--- config.mk ---
export PLATFORM = sky130hd
export DESIGN_NAME = diff_rx_filter
export DESIGN_NICKNAME = d
export VERILOG_FILES = /design/src/rtl/diff_rx_pkg.sv /design/src/rtl/diff_rx_chan.sv /design/src/rtl/diff_rx_filter.sv
export SDC_FILE = /design/constraint.sdc
export NUM_CORES = 1
export LEC_CHECK = 0
export CAP_MARGIN = 20
export CELL_PAD_IN_SITES_DETAIL_PLACEMENT = 0
export CELL_PAD_IN_SITES_GLOBAL_PLACEMENT = 1
export CORE_ASPECT_RATIO = 2
export CORE_MARGIN = 3
export CORE_UTILIZATION = 47
export DETAILED_ROUTE_END_ITERATION = 10
export DONT_BUFFER_PORTS = 1
export PLACE_DENSITY = 0.88
export SETUP_SLACK_MARGIN = 0.5
export SLEW_MARGIN = 20
export SYNTH_ARGS = -nofsm -noshare
export SYNTH_HDL_FRONTEND = slang
export SYNTH_SLANG_ARGS = --single-unit
--- constraint.sdc ---
create_clock -name CLK -period 4.6 [get_ports CLK]
set_clock_uncertainty 0.15 [all_clocks]
set_input_delay 0.46 -clock CLK [delete_from_list [all_inputs] [get_ports CLK]]
set_output_delay 0.46 -clock CLK [all_outputs]
set_load 0.02 [all_outputs]
--- src/rtl/diff_rx_pkg.sv ---
// Shared types and legal parameter ranges for the differential receive filter.
package diff_rx_pkg;

  typedef enum logic {
    STABLE = 1'b0,
    PEND   = 1'b1
  } filt_state_e;

  localparam int unsigned NCH_MIN    = 1;
  localparam int unsigned NCH_MAX    = 16;
  localparam int unsigned SYNC_MIN   = 2;
  localparam int unsigned SYNC_MAX   = 4;
  localparam int unsigned FILT_MIN   = 1;
  localparam int unsigned FILT_MAX   = 15;
  localparam int unsigned ERR_W_MIN  = 2;
  localparam int unsigned ERR_W_MAX  = 16;

  // Filter count width covers FILT_MAX.
  localparam int unsigned CNT_W      = 4;

endpackage

--- src/rtl/diff_rx_chan.sv ---
// One differential channel: pin synchronisers, pair decode, glitch filter FSM
// and saturating error counter.
module diff_rx_chan
  import diff_rx_pkg::*;
#(
  parameter int unsigned SYNC_STAGES = 2,
  parameter int unsigned FILT_LEN    = 3,
  parameter int unsigned ERR_W       = 8
) (
  input  logic             clk,
  input  logic             rst,
  input  logic             i,
  input  logic             ib,
  input  logic             en,
  input  logic             clr_err,
  output logic             o,
  output logic             invalid,
  output logic [ERR_W-1:0] err_cnt
);

  localparam logic [CNT_W-1:0] LAST_CNT = CNT_W'(FILT_LEN - 1);

  logic [SYNC_STAGES-1:0] i_sync;
  logic [SYNC_STAGES-1:0] ib_sync;
  logic                   dec_invalid_c;
  logic                   dec_level_c;
  logic                   differs_c;

  filt_state_e            state;
  filt_state_e            state_nxt;
  logic [CNT_W-1:0]       cnt;
  logic [CNT_W-1:0]       cnt_nxt;
  logic                   o_nxt;

  // Reset presets the chain to a valid-0 pair so release never looks like an error.
  always_ff @(posedge clk) begin
    if (rst) begin
      i_sync  <= '0;
      ib_sync <= '1;
    end else begin
      i_sync  <= {i_sync[SYNC_STAGES-2:0], i};
      ib_sync <= {ib_sync[SYNC_STAGES-2:0], ib};
    end
  end

  assign dec_invalid_c = ~(i_sync[SYNC_STAGES-1] ^ ib_sync[SYNC_STAGES-1]);
  assign dec_level_c   = i_sync[SYNC_STAGES-1];
  assign differs_c     = ~dec_invalid_c & (dec_level_c != o);

  always_ff @(posedge clk) begin
    if (rst) begin
      state <= STABLE;
      cnt   <= '0;
      o     <= 1'b0;
    end else begin
      state <= state_nxt;
      cnt   <= cnt_nxt;
      o     <= o_nxt;
    end
  end

  // The edge that would bring the count to FILT_LEN toggles O instead.
  always_comb begin
    state_nxt = state;
    cnt_nxt   = cnt;
    o_nxt     = o;
    if (!en) begin
      state_nxt = STABLE;
      cnt_nxt   = '0;
    end else begin
      case (state)
        STABLE: begin
          cnt_nxt = '0;
          if (differs_c) begin
            if (FILT_LEN == 1) begin
              o_nxt = ~o;
            end else begin
              state_nxt = PEND;
              cnt_nxt   = CNT_W'(1);
            end
          end
        end
        PEND: begin
          if (!differs_c) begin
            state_nxt = STABLE;
            cnt_nxt   = '0;
          end else if (cnt == LAST_CNT) begin
            state_nxt = STABLE;
            cnt_nxt   = '0;
            o_nxt     = ~o;
          end else begin
            cnt_nxt = cnt + CNT_W'(1);
          end
        end
        default: begin
          state_nxt = STABLE;
          cnt_nxt   = '0;
        end
      endcase
    end
  end

  // invalid doubles as the previous-cycle decode for valid->invalid edge detection.
  always_ff @(posedge clk) begin
    if (rst) begin
      invalid <= 1'b0;
      err_cnt <= '0;
    end else begin
      invalid <= dec_invalid_c;
      if (clr_err) begin
        err_cnt <= '0;
      end else if (dec_invalid_c && !invalid && (err_cnt != '1)) begin
        err_cnt <= err_cnt + ERR_W'(1);
      end
    end
  end

endmodule

--- src/rtl/diff_rx_filter.sv ---
// Multi-channel differential receiver filter: NCH independent channels plus
// a registered any-error flag.
module diff_rx_filter
  import diff_rx_pkg::*;
#(
  parameter int unsigned NCH         = 4,
  parameter int unsigned SYNC_STAGES = 2,
  parameter int unsigned FILT_LEN    = 3,
  parameter int unsigned ERR_W       = 8
) (
  input  logic               CLK,
  input  logic               RST,
  input  logic [NCH-1:0]     I,
  input  logic [NCH-1:0]     IB,
  input  logic               EN,
  input  logic               CLR_ERR,
  output logic [NCH-1:0]     O,
  output logic [NCH-1:0]     INVALID,
  output logic [NCH*ERR_W-1:0] ERR_CNT,
  output logic               ERR_ANY
);

  if (NCH < NCH_MIN || NCH > NCH_MAX) begin : g_bad_nch
    $error("diff_rx_filter: NCH out of range");
  end
  if (SYNC_STAGES < SYNC_MIN || SYNC_STAGES > SYNC_MAX) begin : g_bad_sync
    $error("diff_rx_filter: SYNC_STAGES out of range");
  end
  if (FILT_LEN < FILT_MIN || FILT_LEN > FILT_MAX) begin : g_bad_filt
    $error("diff_rx_filter: FILT_LEN out of range");
  end
  if (ERR_W < ERR_W_MIN || ERR_W > ERR_W_MAX) begin : g_bad_err_w
    $error("diff_rx_filter: ERR_W out of range");
  end

  for (genvar n = 0; n < NCH; n++) begin : g_chan
    diff_rx_chan #(
      .SYNC_STAGES (SYNC_STAGES),
      .FILT_LEN    (FILT_LEN),
      .ERR_W       (ERR_W)
    ) u_chan (
      .clk     (CLK),
      .rst     (RST),
      .i       (I[n]),
      .ib      (IB[n]),
      .en      (EN),
      .clr_err (CLR_ERR),
      .o       (O[n]),
      .invalid (INVALID[n]),
      .err_cnt (ERR_CNT[n*ERR_W +: ERR_W])
    );
  end

  always_ff @(posedge CLK) begin
    if (RST) begin
      ERR_ANY <= 1'b0;
    end else begin
      ERR_ANY <= |ERR_CNT;
    end
  end

endmodule

==> results of run 1 <==
-- worst paths after layout --
kind                            slack (ns)                          end
worst max-delay path                  2.51  g_chan[1].u_chan.err_cnt[2]
worst min-delay path                  0.05           g_chan[2].u_chan.o
worst min register to register        0.26  g_chan[1].u_chan.ib_sync[1]
worst max register to register        2.51  g_chan[1].u_chan.err_cnt[2]
-- cell families after synthesis --
logic type,after synthesis,synth area share [%]
AND/OR/NAND/NOR,161,25.8
flip-flops,77,44.2
AO/OA/AOI/OAI,64,13.3
buffers and inverters,37,4.88
XOR/XNOR,18,4.73
adder cells (fa/ha/maj),16,5.74
multiplexers,5,1.43
-- sequential cells by signal (all words and copies together), names as in the netlist --
| register | cells |
|---|---|
| g_chan.u_chan.o | 4 |
| g_chan.u_chan.state | 4 |
| g_chan.u_chan.invalid | 4 |
| g_chan.u_chan.err_cnt | 32 |
| g_chan.u_chan.i_sync | 8 |
| g_chan.u_chan.cnt | 16 |
| g_chan.u_chan.ib_sync | 8 |
| ERR_ANY | 1 |
-- critical path, cell delays in order, from the launching register on --
cell	delay [ns]
dfxtp_1	0.42
ha_1	0.30
and4_1	0.25
a211oi_1	0.49
a21oi_1	0.14
a31o_2	0.23
-- power by group --
group	total [mW]	switching, mW	leakage [nW]	internal, mW
clock network	0.653	0.247	0.139	0.406
registers	0.696	0.0171	0.625	0.678
logic	0.0448	0.0265	0.528	0.0182
total	1.39	0.291	1.29	1.10
-- synth_stat cells (all sizes together) (2+ instances only) --
master / n
xor2: 8
o21a: 3
a31oi: 12
nor2: 35
nand2: 28
a211oi: 6
a21oi: 13
nor4: 8
o41ai: 2
buf: 8
inv: 19
ha: 16
o22ai: 4
mux2i: 5
and3: 7
nand3: 15
a31o: 4
nand2b: 6
nor4bb: 2
a2111oi: 6
nor3: 6
xnor2: 10
o21ai: 9
nor4b: 3
or3: 5
clkbuf: 10
or4: 2
nor2b: 12
and4: 5
and4bb: 4
dfxtp: 77
nand4: 8
or2: 13
-- cell usage in the layout, fill, tap and decap left out, types with 5 or more instances in the layout --
cell / n
clkbuf_16: 9
nand3_1: 15
xor2_1: 7
nor4_1: 7
a2111oi_0: 5
xnor2_1: 10
nor3_1: 6
ha_1: 16
nor2_1: 35
nand4_1: 8
dfxtp_1: 77
or2_2: 13
mux2i_1: 5
nor2b_1: 12
and3_1: 6
nand2b_1: 6
nand2_1: 28
a21oi_1: 13
o21ai_0: 9
or3_1: 5
inv_1: 19
a31oi_1: 12
-- final cells by class --
| type | instances | area (um2) | area share, % |
|---|---|---|---|
| Clock buffer | 14 | 274 | 7.24 |
| Clock inverter | 1 | 5.00 | 0.132 |
| Inverter | 19 | 71.3 | 1.89 |
| Multi-Input combinational cell | 264 | 1780 | 47.0 |
| Sequential cell | 77 | 1540 | 40.8 |
| Tap cell | 90 | 113 | 2.98 |
-- layer usage --
metal / track usage (%) / up-vias / routed length [um]
met5: 0 / - / 0
met4: 9.21 / 0 / 174
met3: 6.40 / 14 / 483
met2: 33.4 / 61 / 4120
met1: 19.4 / 1266 / 2710
li1: - / 1323 / -
==> results.py, run 1 <==
metrics = {
    "run_status": {
        "status": "complete, no violations",
    },
    "layout": {
        "final_util_pct": 53.7,
        "nNetsFinal": 399,
        "insertedDiodeCount": 0,
        "final_cell_area_um2": 3780,
        "fillers": 675,
        "area_growth_pct": 8.39,
        "drive_gt1_share_pct": 11.2,
        "fin_cells": 465,
    },
    "global_route": {
        "grt_pass1_vias": 2631,
        "grtUsageTotal_pct": 19.0,
        "antenna_found_initial": 0,
        "grt_pass1_wl_um": 12400,
        "grt_max_degree": 33,
        "grt_overflow": 0,
    },
    "sta": {
        "finalSetupTns_ns": 0,
        "relSlewSlack_pct": 37.8,
        "holdWs_ns": 0.0482,
        "worst_slack_ns": 2.51,
        "fin_crit_ns": 2.09,
        "rsz0062_at_grt": "false",
        "finalSetupViolations": 0,
        "fmax_mhz": 478,
        "drv_slew": 0,
        "worst_slew_pin_slew_ns": 0.929,
        "hold_violations": 0,
        "post-route-period-util_pct": 45.5,
    },
    "clock_network": {
        "clk_path_buf_depth": 2,
        "clk_pin_slew_ns": 0.05,
        "numCtsBuffers": 9,
        "insertion_delay_ns": 0.33,
        "numClockSinks": 77,
        "ctsHoldBuffers": 0,
        "cts-root-buf": "clkbuf_16",
        "tritoncts": "built",
        "htreeDepth": 3,
        "postCtsSetupBuffers": 0,
        "cts_resized": 0,
    },
    "floorplan": {
        "boundaryPins": 53,
        "fp.coreArea_um2": 7050,
        "die_x_um": 66.9,
        "start_util_pct": 49.5,
        "die_area_um2": 8560,
        "num_rows": 43,
        "die_h_um": 128,
    },
    "power_and_ir_drop": {
        "power_density_nw_per_um2": 368,
        "total_power_mw": 1.39,
        "p_leak_nw": 1.29,
        "ir_worst_vdd_uv": 273,
    },
    "worst_setup_path": {
        "worstSetupEndpointType": "register",
        "critPathLaunchType": "register",
        "crit_arrival_ns": 2.17,
        "path_max_fanout": 6,
        "crit_type": "register to register",
        "critPathRequiredTime_ns": 4.67,
        "critPathLaunch": "g_chan[1].u_chan.err_cnt[0]",
        "r2r_cells": 5,
        "reg2reg_from": "g_chan[1].u_chan.err_cnt[0]",
    },
    "route": {
        "drc": 0,
        "ant_nets": 0,
        "wire_per_inst_um": 16.1,
        "first_pass_iters": 4,
        "drt_iter0_drc": 123,
        "via_per_inst": 5.73,
        "vias": 2664,
        "wl_um": 7490,
    },
    "logic_synthesis": {
        "syn_nets": 406,
        "synth.area.top_cells": "dfxtp_1 (44%), ha_1 (5.7%), nor2_1 (3.8%), nand2_1 (3.0%), xnor2_1 (2.5%)",
        "ys_seq_area_share_pct": 44.2,
        "synth_warnings": 0,
        "yosys.area.top_type": "dfxtp_1",
        "async_reset_ff_share_pct": 0,
        "synth_ff_type": "dfxtp_1",
        "syn_avg_cell_area_um2": 9.23,
        "synth_area_um2": 3490,
        "synth_edf_count": 0,
        "postSynthCellCount": 378,
        "synth.distinct_cells": 48,
        "synth_top_area_share_pct": 44.2,
        "synth-seq-cells": 77,
    },
    "min_path": {
        "min_path_cells": 1,
        "min_from": "RST",
        "hold_path.class": "input port to register",
    },
    "placed_design": {
        "place_congestion": 0.770,
        "placed_cells": 450,
        "dp_slack_ns": 2.52,
        "place_area_um2": 3500,
        "dp_hpwl_um": 5530,
        "io_buffers": 0,
    },
    "flow_run": {
        "drv_cap": 0,
    },
}
Power figures use the tool's default switching activity.
==> run 2: changes to the inputs <==
--- a/config.mk
+++ b/config.mk
@@ -10,10 +10,10 @@
 export CELL_PAD_IN_SITES_GLOBAL_PLACEMENT = 1
 export CORE_ASPECT_RATIO = 2
 export CORE_MARGIN = 3
-export CORE_UTILIZATION = 47
+export CORE_UTILIZATION = 43
 export DETAILED_ROUTE_END_ITERATION = 10
 export DONT_BUFFER_PORTS = 1
-export PLACE_DENSITY = 0.88
+export PLACE_DENSITY = 0.86
 export SETUP_SLACK_MARGIN = 0.5
 export SLEW_MARGIN = 20
 export SYNTH_ARGS = -nofsm -noshare
==> constraint.sdc (replaced) <==
create_clock -name CLK -period 1.7 [get_ports CLK]
set_clock_uncertainty 0.15 [all_clocks]
set_input_delay 0.17 -clock CLK [delete_from_list [all_inputs] [get_ports CLK]]
set_output_delay 0.17 -clock CLK [all_outputs]
set_load 0.02 [all_outputs]
==> results.py, run 2 (same netlist as run 1, synthesis figures left out) <==
metrics = {
    "sta": {
        "relSlewSlack_pct": 50.0,
        "worst_slew_pin_slew_ns": 0.750,
        "holdWs_ns": -0.0824,
        "fin_crit_ns": 1.68,
        "finalSetupTns_ns": 0,
        "hold_violations": 21,
        "fmax_mhz": 595,
        "rsz0062_at_grt": "true",
        "post-route-period-util_pct": 98.9,
        "finalSetupViolations": 0,
        "drv_slew": 0,
    },
    "global_route": {
        "antenna_found_initial": 0,
        "grtUsageTotal_pct": 22.3,
        "grt_max_degree": 30,
        "grt_pass1_wl_um": 16300,
        "grt_overflow": 0,
        "grt_pass1_vias": 3342,
    },
    "worst_setup_path": {
        "path_max_fanout": 4,
        "critPathRequiredTime_ns": 1.80,
        "worstSetupEndpointType": "register",
        "crit_type": "register to register",
        "reg2reg_from": "g_chan[3].u_chan.err_cnt[1]",
        "crit_arrival_ns": 1.78,
        "critPathLaunch": "g_chan[3].u_chan.err_cnt[1]",
        "r2r_cells": 5,
        "critPathLaunchType": "register",
    },
    "clock_network": {
        "numCtsBuffers": 9,
        "tritoncts": "built",
        "insertion_delay_ns": 0.34,
        "clk_pin_slew_ns": 0.06,
        "cts-root-buf": "clkbuf_16",
        "htreeDepth": 3,
        "ctsHoldBuffers": 10,
        "numClockSinks": 77,
        "clk_path_buf_depth": 2,
    },
    "min_path": {
        "min_path_cells": 2,
        "min_from": "RST",
        "hold_path.class": "input port to register",
    },
    "floorplan": {
        "die_h_um": 133,
        "die_area_um2": 9300,
        "die_x_um": 69.7,
        "start_util_pct": 44.9,
        "boundaryPins": 53,
        "num_rows": 45,
        "fp.coreArea_um2": 7770,
    },
    "layout": {
        "area_growth_pct": 64.3,
        "final_util_pct": 73.8,
        "drive_gt1_share_pct": 56.6,
        "reg_top3": "g_chan.u_chan.err_cnt: 32 flops, g_chan.u_chan.cnt: 16 flops",
        "largest_reg_flops": 32,
        "nNetsFinal": 498,
        "insertedDiodeCount": 0,
        "final_common_cell": "buf_6",
        "top_register": "g_chan.u_chan.err_cnt",
        "mostFrequentLayoutCells": "buf_6 (43), buf_4 (41), nor2_1 (35)",
    },
    "route": {
        "via_per_inst": 5.77,
        "wire_per_inst_um": 19.4,
        "drt_iter0_drc": 201,
        "vias": 3284,
        "first_pass_iters": 4,
        "drc": 0,
        "wl_um": 11100,
        "ant_nets": 0,
    },
    "power_and_ir_drop": {
        "ir_worst_vdd_uv": 528,
        "power_density_nw_per_um2": 739,
        "p_leak_nw": 2.04,
    },
    "flow_run": {
        "drv_cap": 0,
    },
    "placed_design": {
        "io_buffers": 0,
        "dp_hpwl_um": 6600,
        "place_congestion": 0.789,
    },
    "run_status": {
        "violations": "hold timing",
        "status": "finished with violations",
    },
}
## run 2: cell types whose count changed in the layout (fill, tap and decap cells not counted), sizes merged
cell / previous run / this run
clkbuf: 14 / 9
inv: 19 / 20
buf: 0 / 90
dlygate4sd3: 0 / 9
bufinv: 0 / 2
clkinv: 1 / 4
## run 2: path summary, 6_finish.rpt
check                                end  slack (ns)
min                   g_chan[0].u_chan.o       -0.08
min reg2reg  g_chan[2].u_chan.ib_sync[1]        0.27
max          g_chan[3].u_chan.err_cnt[5]        0.02
max reg2reg  g_chan[3].u_chan.err_cnt[5]        0.02
## run 2: critical path, cell delays in order, from the launching register on
cell and delay, ns:
dfxtp_4 0.35, ha_4 0.16, and4_4 0.19, a211oi_4 0.21
or4b_1 0.44, o21ai_1 0.09
## run 2: what timing repair did
item | in CTS | in global routing
resized for setup | 78 | 85
pin swaps | 51 | 47
endpoints found under the setup margin | 64 | 78
endpoints found under the hold margin | 29 | 17
buffers inserted | 25 | 15
## run 2: power breakdown
part	switching [mW]	leakage, nW	internal [mW]	total [mW]
registers	0.0508	0.655	1.80	1.85
logic	0.157	1.23	0.157	0.314
clock network	0.784	0.158	1.29	2.08
## run 2: metal layers
| layer | track usage, % | part of all wire, % |
|---|---|---|
| met5 | 0 | 0 |
| met4 | 11.3 | 2.2 |
| met3 | 6.95 | 6.1 |
| met2 | 42.8 | 58 |
| met1 | 20.4 | 34 |
## run 2: cell type report
| type | instances | area (um2) |
|---|---|---|
| Tap cell | 94 | 118 |
| Inverter | 19 | 76.3 |
| Multi-Input combinational cell | 264 | 2550 |
| Clock buffer | 9 | 225 |
| Sequential cell | 77 | 1680 |
| Clock inverter | 7 | 98.8 |
| Timing Repair Buffer | 99 | 987 |
| Fill cell | 496 | 2040 |
## run 2: stage by stage
stage	instances	setup slack (ns)	instance area (um2)	power, mW	hold slack [ns]
floorplan	378	-0.0841	3900	2.04	0.124
global placement	503	0.00911	4280	2.08	0.0859
detailed placement	503	-0.0186	4280	2.08	0.0865
CTS	554	0.0402	5220	4.21	-0.0749
global route	569	-0.0507	5730	4.37	-0.0689
finish	569	0.0195	5730	4.24	-0.0824
==> run 3: changes to the inputs <==
--- a/config.mk
+++ b/config.mk
@@ -11,8 +11,10 @@
 export CORE_ASPECT_RATIO = 2
 export CORE_MARGIN = 3
 export CORE_UTILIZATION = 43
+export CTS_CLUSTER_DIAMETER = 60
 export DETAILED_ROUTE_END_ITERATION = 10
 export DONT_BUFFER_PORTS = 1
+export MAX_ROUTING_LAYER = met4
 export PLACE_DENSITY = 0.86
 export SETUP_SLACK_MARGIN = 0.5
 export SLEW_MARGIN = 20
==> results.py, run 3 (same netlist as run 1, synthesis figures left out) <==
metrics = {
    "run_status": {
        "status": "finished with violations",
        "violations": "hold timing",
    },
    "sta": {
        "fmax_mhz": 594,
        "rsz0062_at_grt": "true",
        "worst_slew_pin_slew_ns": 0.752,
        "fin_crit_ns": 1.68,
        "hold_violations": 22,
        "relSlewSlack_pct": 49.8,
        "drv_slew": 0,
        "holdWs_ns": -0.0855,
        "post-route-period-util_pct": 99.0,
        "finalSetupViolations": 0,
        "worst_slack_ns": 0.0172,
    },
    "route": {
        "first_pass_iters": 4,
        "wl_um": 11000,
        "vias": 3260,
        "drt_iter0_drc": 175,
        "drc": 0,
        "wire_per_inst_um": 19.4,
        "via_per_inst": 5.73,
        "ant_nets": 0,
    },
    "layout": {
        "nNetsFinal": 498,
        "mostFrequentLayoutCells": "buf_6 (43), buf_4 (41), nor2_1 (35)",
        "final_util_pct": 73.8,
        "reg_top3": "g_chan.u_chan.err_cnt: 32 flops, g_chan.u_chan.cnt: 16 flops",
        "area_growth_pct": 64.3,
        "fin_cells": 569,
        "top_register": "g_chan.u_chan.err_cnt",
        "final_common_cell": "buf_6",
        "largest_reg_flops": 32,
        "fillers": 496,
        "drive_gt1_share_pct": 56.4,
        "insertedDiodeCount": 0,
    },
    "global_route": {
        "grtUsageTotal_pct": 22.9,
        "grt_max_degree": 30,
        "antenna_found_initial": 0,
        "grt_pass1_wl_um": 16300,
        "grt_pass1_vias": 3349,
        "grt_overflow": 0,
    },
    "worst_setup_path": {
        "worstSetupEndpointType": "register",
        "critPathRequiredTime_ns": 1.81,
        "crit_arrival_ns": 1.79,
        "path_max_fanout": 4,
        "critPathTopFamily": "simple AND/OR/NAND/NOR gates",
        "cpPeakStageDelay_ns": 0.44,
        "crit_buf_inv": 0,
        "critPathLaunchType": "register",
        "crit_chain": "ha_4 > and4_4 > a211oi_4 > or4b_1 > o21ai_1",
        "cp_slowest_cell": "or4b_1",
        "crit_type": "register to register",
    },
    "floorplan": {
        "die_h_um": 133,
        "num_rows": 45,
        "die_area_um2": 9300,
        "die_x_um": 69.7,
        "boundaryPins": 53,
        "fp.coreArea_um2": 7770,
        "start_util_pct": 44.9,
    },
    "clock_network": {
        "numCtsBuffers": 9,
        "cts-root-buf": "clkbuf_16",
        "ctsHoldBuffers": 10,
        "insertion_delay_ns": 0.34,
        "htreeDepth": 3,
        "clk_pin_slew_ns": 0.06,
        "tritoncts": "built",
        "numClockSinks": 77,
        "clk_path_buf_depth": 2,
    },
    "power_and_ir_drop": {
        "ir_worst_vdd_uv": 543,
        "power_density_nw_per_um2": 740,
        "switching_share_pct": 23.5,
        "p_switching_mw": 0.998,
        "p_leak_nw": 2.04,
        "p_int_mw": 3.25,
        "total_power_mw": 4.25,
        "combPwrFrac_pct": 7.4,
        "seq_power_share_pct": 43.5,
        "clkPwrFrac_pct": 49.1,
    },
    "placed_design": {
        "placed_cells": 503,
        "dp_hpwl_um": 6600,
        "place_congestion": 0.801,
        "io_buffers": 0,
        "dp_slack_ns": -0.0186,
    },
    "min_path": {
        "hold_path.class": "input port to register",
    },
    "flow_run": {
        "drv_cap": 0,
    },
}
run 3: changes by cell type in the layout (fill, tap and decap cells not counted):
| cell | change |
|---|---|
| inv_2 | -1 |
| inv_1 | +1 |
run 3: layout make-up:
type	count	area (um2)	share of cell area [%]
Inverter	19	76.3	1.33
Clock buffer	9	225	3.93
Sequential cell	77	1680	29.3
Multi-Input combinational cell	264	2550	44.5
Timing Repair Buffer	99	987	17.2
Tap cell	94	118	2.05
Clock inverter	7	98.8	1.72
run 3: path summary, 6_finish.rpt:
kind,slack (ns),depth (start not counted),start,to
setup / recovery,0.02,5,g_chan[3].u_chan.err_cnt[1],g_chan[3].u_chan.err_cnt[5]
hold / removal,-0.09,2,RST,g_chan[0].u_chan.o
setup reg to reg,0.02,5,g_chan[3].u_chan.err_cnt[1],g_chan[3].u_chan.err_cnt[5]
hold reg to reg,0.27,1,g_chan[0].u_chan.ib_sync[0],g_chan[0].u_chan.ib_sync[1]
run 3: worst register-to-register path, stage by stage (launching register included):
cell and delay (ns):
dfxtp_4 0.36, ha_4 0.16, and4_4 0.19, a211oi_4 0.21, or4b_1 0.44, o21ai_1 0.09
run 3: what timing repair did:
item                                   CTS  global route
pin swaps                               51            49
setup buffers                           25            15
setup endpoints to repair               64            78
endpoints found under the hold margin   29            17
resized for setup                       78            84
run 3: per-layer routing:
layer | share of wire (%) | track usage (%) | up-vias | wire, um
met4 | 3.3 | 11.3 | 0 | 362
li1 | - | - | 1535 | -
met2 | 58 | 42.8 | 91 | 6340
met1 | 34 | 20.2 | 1603 | 3740
met5 | 0 | - | - | 0
met3 | 5.3 | 6.95 | 31 | 584
run 3: through the flow:
stage | instance area [um2] | setup TNS [ns]
after floorplan | 3900 | -0.0886
after global placement | 4280 | 0
after detailed placement | 4280 | -0.0186
after CTS | 5220 | 0
after global routing | 5730 | -0.172
final | 5730 | 0
run 3: power by group through the flow:
stage | Combinational, mW | Clock, mW | Sequential (mW)
after CTS | 0.269 | 2.09 | 1.85
after detailed placement | 0.187 | 0 | 1.89
after floorplan | 0.139 | 0 | 1.90
after global placement | 0.184 | 0 | 1.89
after global routing | 0.334 | 2.18 | 1.85
final | 0.314 | 2.08 | 1.85
